$ cat src/rtl/icw_ocw_sequencer.sv
// 8259 command-write sequencer: decodes CPU writes into ICW1..4 / OCW1..3,
// tracks the init sequence and latches configuration fields.
module icw_ocw_sequencer #(
  parameter bit         IMR_CLEAR_ON_ICW1 = 1'b1,
  parameter logic [7:0] RESET_MASK        = 8'h00
) (
  input  logic       clock,
  input  logic       reset,
  input  logic       write_strobe,
  input  logic       address_a0,
  input  logic [7:0] internal_data_bus,
  output logic       write_initial_command_word_1_reset,
  output logic       write_initial_command_word_2_4,
  output logic       write_operation_control_word_1,
  output logic       write_operation_control_word_2,
  output logic       write_operation_control_word_3,
  output logic [7:0] command_data,
  output logic [1:0] icw_stage,
  output logic       init_done,
  output logic       level_or_edge_triggered_config,
  output logic       single_mode,
  output logic [4:0] vector_base,
  output logic [7:0] cascade_config,
  output logic       u8086_or_mcs80_config,
  output logic       auto_eoi_config,
  output logic       buffered_master_or_slave,
  output logic       buffered_mode_config,
  output logic       special_fully_nest_config,
  output logic [7:0] interrupt_mask
);

  typedef enum logic [2:0] {
    StUninit,
    StWaitIcw2,
    StWaitIcw3,
    StWaitIcw4,
    StReady
  } state_e;

  state_e      state_q, state_d;
  logic        icw1_q, icw1_d;
  logic        icw24_q, icw24_d;
  logic        ocw1_q, ocw1_d;
  logic        ocw2_q, ocw2_d;
  logic        ocw3_q, ocw3_d;
  logic [7:0]  cmd_q, cmd_d;
  logic        ltim_q, ltim_d;
  logic        sngl_q, sngl_d;
  logic        ic4_q, ic4_d;
  logic [4:0]  vbase_q, vbase_d;
  logic [7:0]  cascade_q, cascade_d;
  logic [4:0]  icw4_q, icw4_d;
  logic [7:0]  mask_q, mask_d;

  logic is_icw1, is_ocw2, is_ocw3;

  assign is_icw1 = !address_a0 && internal_data_bus[4];
  assign is_ocw2 = !address_a0 && !internal_data_bus[4] && !internal_data_bus[3];
  assign is_ocw3 = !address_a0 && !internal_data_bus[4] && internal_data_bus[3];

  always_comb begin
    state_d   = state_q;
    icw1_d    = 1'b0;
    icw24_d   = 1'b0;
    ocw1_d    = 1'b0;
    ocw2_d    = 1'b0;
    ocw3_d    = 1'b0;
    cmd_d     = cmd_q;
    ltim_d    = ltim_q;
    sngl_d    = sngl_q;
    ic4_d     = ic4_q;
    vbase_d   = vbase_q;
    cascade_d = cascade_q;
    icw4_d    = icw4_q;
    mask_d    = mask_q;

    if (write_strobe) begin
      if (is_icw1) begin
        // ICW1 restarts initialization from any state.
        icw1_d    = 1'b1;
        cmd_d     = internal_data_bus;
        ltim_d    = internal_data_bus[3];
        sngl_d    = internal_data_bus[1];
        ic4_d     = internal_data_bus[0];
        cascade_d = 8'h00;
        icw4_d    = 5'h00;
        if (IMR_CLEAR_ON_ICW1) mask_d = 8'h00;
        state_d   = StWaitIcw2;
      end else begin
        unique case (state_q)
          StWaitIcw2: begin
            if (address_a0) begin
              icw24_d = 1'b1;
              cmd_d   = internal_data_bus;
              vbase_d = internal_data_bus[7:3];
              if (!sngl_q)    state_d = StWaitIcw3;
              else if (ic4_q) state_d = StWaitIcw4;
              else            state_d = StReady;
            end
          end
          StWaitIcw3: begin
            if (address_a0) begin
              icw24_d   = 1'b1;
              cmd_d     = internal_data_bus;
              cascade_d = internal_data_bus;
              state_d   = ic4_q ? StWaitIcw4 : StReady;
            end
          end
          StWaitIcw4: begin
            if (address_a0) begin
              icw24_d = 1'b1;
              cmd_d   = internal_data_bus;
              icw4_d  = internal_data_bus[4:0];
              state_d = StReady;
            end
          end
          StReady: begin
            if (address_a0) begin
              ocw1_d = 1'b1;
              cmd_d  = internal_data_bus;
              mask_d = internal_data_bus;
            end else if (is_ocw2) begin
              ocw2_d = 1'b1;
              cmd_d  = internal_data_bus;
            end else if (is_ocw3) begin
              ocw3_d = 1'b1;
              cmd_d  = internal_data_bus;
            end
          end
          default: ;  // StUninit ignores everything but ICW1
        endcase
      end
    end
  end

  always_ff @(posedge clock) begin
    if (reset) begin
      state_q   <= StUninit;
      icw1_q    <= 1'b0;
      icw24_q   <= 1'b0;
      ocw1_q    <= 1'b0;
      ocw2_q    <= 1'b0;
      ocw3_q    <= 1'b0;
      cmd_q     <= 8'h00;
      ltim_q    <= 1'b0;
      sngl_q    <= 1'b0;
      ic4_q     <= 1'b0;
      vbase_q   <= 5'h00;
      cascade_q <= 8'h00;
      icw4_q    <= 5'h00;
      mask_q    <= RESET_MASK;
    end else begin
      state_q   <= state_d;
      icw1_q    <= icw1_d;
      icw24_q   <= icw24_d;
      ocw1_q    <= ocw1_d;
      ocw2_q    <= ocw2_d;
      ocw3_q    <= ocw3_d;
      cmd_q     <= cmd_d;
      ltim_q    <= ltim_d;
      sngl_q    <= sngl_d;
      ic4_q     <= ic4_d;
      vbase_q   <= vbase_d;
      cascade_q <= cascade_d;
      icw4_q    <= icw4_d;
      mask_q    <= mask_d;
    end
  end

  always_comb begin
    icw_stage = 2'd3;
    unique case (state_q)
      StWaitIcw2: icw_stage = 2'd0;
      StWaitIcw3: icw_stage = 2'd1;
      StWaitIcw4: icw_stage = 2'd2;
      default:    icw_stage = 2'd3;
    endcase
  end

  assign init_done                          = (state_q == StReady);
  assign write_initial_command_word_1_reset = icw1_q;
  assign write_initial_command_word_2_4     = icw24_q;
  assign write_operation_control_word_1     = ocw1_q;
  assign write_operation_control_word_2     = ocw2_q;
  assign write_operation_control_word_3     = ocw3_q;
  assign command_data                       = cmd_q;
  assign level_or_edge_triggered_config     = ltim_q;
  assign single_mode                        = sngl_q;
  assign vector_base                        = vbase_q;
  assign cascade_config                     = cascade_q;
  assign u8086_or_mcs80_config              = icw4_q[0];
  assign auto_eoi_config                    = icw4_q[1];
  assign buffered_master_or_slave           = icw4_q[2];
  assign buffered_mode_config               = icw4_q[3];
  assign special_fully_nest_config          = icw4_q[4];
  assign interrupt_mask                     = mask_q;

endmodule

$ cat config.mk
export PLATFORM = sky130hd
export DESIGN_NAME = icw_ocw_sequencer
export DESIGN_NICKNAME = d
export VERILOG_FILES = /design/src/rtl/icw_ocw_sequencer.sv
export SDC_FILE = /design/constraint.sdc
export NUM_CORES = 1
export LEC_CHECK = 0
export ABC_AREA = 1
export CAP_MARGIN = 20
export CELL_PAD_IN_SITES_DETAIL_PLACEMENT = 1
export CELL_PAD_IN_SITES_GLOBAL_PLACEMENT = 2
export CORE_MARGIN = 8
export CORE_UTILIZATION = 25
export DETAILED_ROUTE_END_ITERATION = 8
export GPL_TIMING_DRIVEN = 0
export PLACE_DENSITY = 0.9
export SLEW_MARGIN = 20
export SYNTH_ARGS = -nofsm -noshare
export SYNTH_HDL_FRONTEND = slang
export SYNTH_SLANG_ARGS = --single-unit
$ cat constraint.sdc
create_clock -name clock -period 1.55 [get_ports clock]
set_input_delay 0.2325 -clock clock [delete_from_list [all_inputs] [get_ports clock]]
set_output_delay 0.2325 -clock clock [all_outputs]
set_load 0.1 [all_outputs]
### After elaboration in Yosys (flattened, before gate mapping)

Cells that the tools add are included.

* input port bits: 12
* output and inout port bits: 44
* bits in registers: 45
* logic and storage cells: 78

* reductions and logical operators: 26
* bitwise logic cells: 4
* eq/ne operators: 9
* muxes and demuxes: 25

Operators with widths (count)
* 2-to-1 mux 8 bit: 9
* 2-to-1 mux 3 bit: 6
* one-hot mux 8 bit (2 select lines): 1
* 2-to-1 mux 5 bit: 3
* != test 3 bit (second input constant): 3
* one-hot mux 3 bit (3 select lines): 1
* AND reduction 3 bit: 3
* AND reduction 4 bit: 2
* nonzero test 2 bit: 4
* OR reduction 4 bit: 2
* == test 3 x 2 -> 1 bit (second input constant): 2
* one-hot mux 2 bit (3 select lines): 1
* OR reduction 6 bit: 1
* != test 5 x 2 -> 1 bit (second input constant): 1
* AND reduction 5 bit: 1
* OR reduction 5 bit: 1
* logical AND 1 bit: 4
* 2-to-1 mux 1 bit: 4
* inverter 1 bit: 4
* nonzero test 4 bit: 1
* == test 3 x 1 -> 1 bit (second input constant): 1
* == test 3 bit (second input constant): 1
* logical NOT 1 bit: 3
* != test 3 x 1 -> 1 bit (second input constant): 1
* other kinds (4): 4

### Logic depth before layout (Yosys ltp)

* word-level depth: 8
* depth in mapped cells: 9
* depth with buffers taken out: 9

### Worst setup path before layout

OpenSTA, ideal clock, no wires.

* path kind: flip-flop to flip-flop
* start point: register state_q[2]
* end point: register vbase_q[0] (netlist: vector_base[0])
* path buffers: 0
* cell stages (with the launch flop): 6
* library setup time: 71 ps
* arrival time: 1709 ps
* data required time: 1479 ps
* clock period less this slack: 1781 ps
* setup slack: -231 ps
* cells stage by stage: dfxtp_1 > inv_2 > nand2_1 > nor3_4 > o21ai_0 > a21oi_1

* word-level cells in the longest chain between the ends: 2

RTL lines
* from (decl): line 40 `state_e state_q, state_d;`
* from (signal assigned): line 138 `state_q <= StUninit;`
* from (signal assigned): line 153 `state_q <= state_d;`
* == test 3 x 1 -> 1 bit: line 90 `unique case (state_q)`
* AND reduction 4 bit (no source line)
* to (signal assigned): line 163 `vbase_q <= vbase_d;`
* to (decl): line 50 `logic [4:0] vbase_q, vbase_d;`

No other way between the ends.
A chain may end at the register's enable or synchronous reset.

### Worst setup path in the final report

* start point: register state_q[0]
* end point: output port icw_stage[1]

* word-level cells in the longest chain between the ends: 2
* elaborated cells between the ends (all ways): 4
* classes of those cells: eq/ne: 3; mux: 1

RTL lines
* == test 3 x 2 -> 1 bit / == test 3 x 1 -> 1 bit (equally long branches): line 172 `unique case (state_q)`
* one-hot mux 2 bit (3 select lines) *: line 172
* to (decl): line 18 `output logic [1:0] icw_stage,`

Mark *: on every way between the ends. The rest lies on a longest branch, timed or not.

==> reports/metrics.cfg <==
[floorplan]
start_util=0.255
ios=56
core_sq_um=7140
die_h_um=101
die_x_um=101
std_cell_rows=31
die-area_sq_um=10300

[placed_design]
place_ws_ns=-0.664
gp_congestion=0.802
dpl-instance-area_sq_um=2490
dp.cells=401
dp_hpwl_mm=4.53
numPortBuffers=54

[sta]
layout_setup_ws_ns=0.0554
slew_violations=0
setup_viol=0
hold_violations=0
worst_pin_slew_ns=0.572
hold_ws_ns=0.333
maxSlewHeadroom=0.620
period_needed_ns=1.49
worst_clock_skew_ns=0.00218
fmax_mhz=669
post-route-period-util=0.964
rsz0062_at_grt=yes

[clocking]
cts_max_level=2
cts_buffers=5
clk_pin_slew_ns=0.08
clockRootBuffer=clkbuf_8
clockBufferDepth=2
cts_hold_buffers=0
clk_latency_ns=0.30
postCtsSetupBuffers=0
numClockSinks=45
cts_tree=built

[global_routing]
grt_pass1_vias=1857
grt_first_pass_wirelength_mm=9.36
antenna_found_initial=0
grt_max_degree=14
grt_usage=0.119
grt_overflow=0

[worst_setup_path]
timing.rr.start=state_q[0]
critPathLaunchType=flop
reg2reg_depth=6
endpoint_kind=output pin
cp_data_required_time_ns=1.32
r2r_slack_ns=0.19
arrival_ns=1.26
criticalPathCategory=reg -> out
cp_max_fo=6
rr_endpoint=command_data[6]

[finish]
final_common_cell=nor2_1
layout-drive-gt1-share=0.290
layout_common_cells=nor2_1, nand2_1, dfxtp_1, clkdlybuf4s15_2, o21ai_0
n_antenna_cell=0
area_delta_synth_final_pct=47.2
fin_nets=321
layout.cells.non_filler=409
fin_area_sq_um=2680
fillers=889

[run_status]
status=finished, final reports clean

[drt]
ant_nets=0
drt_iter0_drc=68
via_per_inst=4.37
avgRoutedWirePerCell_um=14.2
drt-total-wl_mm=5.79
dr_total_vias=1788
drc=0
drtPass1Iterations=4

[power]
p_per_area_nw_per_um2=1170
total_power_uw=3130
ir_drop_mv=0.409
p_leak_uw=0.00109

[synthesis]
ys_seq_elements=45
synth-main-ff-cell=dfxtp_1
async_flop_share=0
syn_area_sq_um=1820
postSynthCellCount=248
synth.net_count=260
yosysWarnings=0
synth-seq-area-share=0.495
synth_edf_count=0
avgSynthCellArea_sq_um=7.35
synth.distinct_cells=19

[job]
drv_cap=0

[worst_hold_path]
whs_path_depth=4
min_path_type=in -> reg
holdPathEnd=write_operation_control_word_2
hold_start=address_a0

[cells in the mapped netlist, types with 2 or more instances]
| master | number | area share |
|---|---|---|
| nor2_1 | 52 | 0.11 |
| nand2_1 | 48 | 0.099 |
| dfxtp_1 | 45 | 0.49 |
| o21ai_0 | 18 | 0.049 |
| a21oi_1 | 16 | 0.044 |
| inv_1 | 14 | 0.029 |
| nand3_1 | 14 | 0.038 |
| nor2_2 | 10 | 0.034 |
| inv_2 | 9 | 0.019 |
| clkbuf_1 | 4 | 0.0082 |
| nor2_4 | 4 | 0.025 |
| o21ai_1 | 4 | 0.011 |
| nand2_2 | 3 | 0.010 |
| nor3_1 | 2 | 0.0055 |
[registers in the layout, summed over array words and instances, names as in the netlist]
register and flops:
write_initial_command_word_1_reset 1, ic4_q 1, cascade_config 8, icw4_q 5, write_initial_command_word_2_4 1, command_data 8, level_or_edge_triggered_config 1, write_operation_control_word_1 1
state_q 3, interrupt_mask 8, write_operation_control_word_3 1, write_operation_control_word_2 1, vector_base 5, single_mode 1
[cell families after synthesis]
group | Yosys count | synth area share
simple gates | 135 | 0.334
flops | 45 | 0.495
compound gates | 39 | 0.109
buf+inv | 29 | 0.0625
[metrics by stage]
stage                      util  TNS, ns
after floorplan               -        0
after global placement    0.349   -12.85
after detailed placement  0.349   -13.97
after CTS                 0.374        0
after global routing      0.376  -0.0541
final                     0.376        0
[cell type report]
type | instances | area, sq um | area share
flip-flops and latches | 45 | 908 | 0.339
multi-input cells | 174 | 822 | 0.307
repair buffers | 54 | 612 | 0.228
well taps | 99 | 124 | 0.0462
clock buffers | 7 | 96.3 | 0.0359
inverters | 23 | 86.3 | 0.0322
plain buffers | 6 | 27.5 | 0.0103
clock inverters | 1 | 5.00 | 0.00187
[per-layer routing]
layer / part of all wire / GRT usage / up-vias
li1: - / - / 900
met1: 0.45 / 0.138 / 838
met2: 0.46 / 0.195 / 43
met3: 0.072 / 0.0447 / 7
met4: 0.014 / 0.0447 / 0
met5: 0 / 0 / -
[report_power, final]
part | switching [uW] | internal [uW] | total [uW]
Combinational | 803 | 237 | 1040
Clock | 402 | 403 | 806
Sequential | 51.4 | 1230 | 1280
Total | 1260 | 1870 | 3130
[repair_timing]
| action | 4_1_cts | 5_1_grt |
|---|---|---|
| pin swaps | 0 | 1 |
| resized for setup | 151 | 4 |
| setup endpoints to repair | 44 | 16 |
[worst max-delay path by stage]
stage | startpoint | endpoint | depth (start not counted)
after floorplan | state_q[1] | icw_stage[1] | 4
after global placement | state_q[1] | icw_stage[1] | 5
after detailed placement | state_q[1] | icw_stage[1] | 5
after CTS | state_q[0] | init_done | 4
after global routing | state_q[1] | icw_stage[1] | 5
final | state_q[0] | icw_stage[1] | 4
[worst max-delay path, cell delays in order (launching register included)]
cell,delay (ns)
dfxtp_2,0.37
o21ai_4,0.23
inv_1,0.09
nand2_2,0.10
buf_12,0.18
No activity file was read; power rests on OpenSTA's default activity.
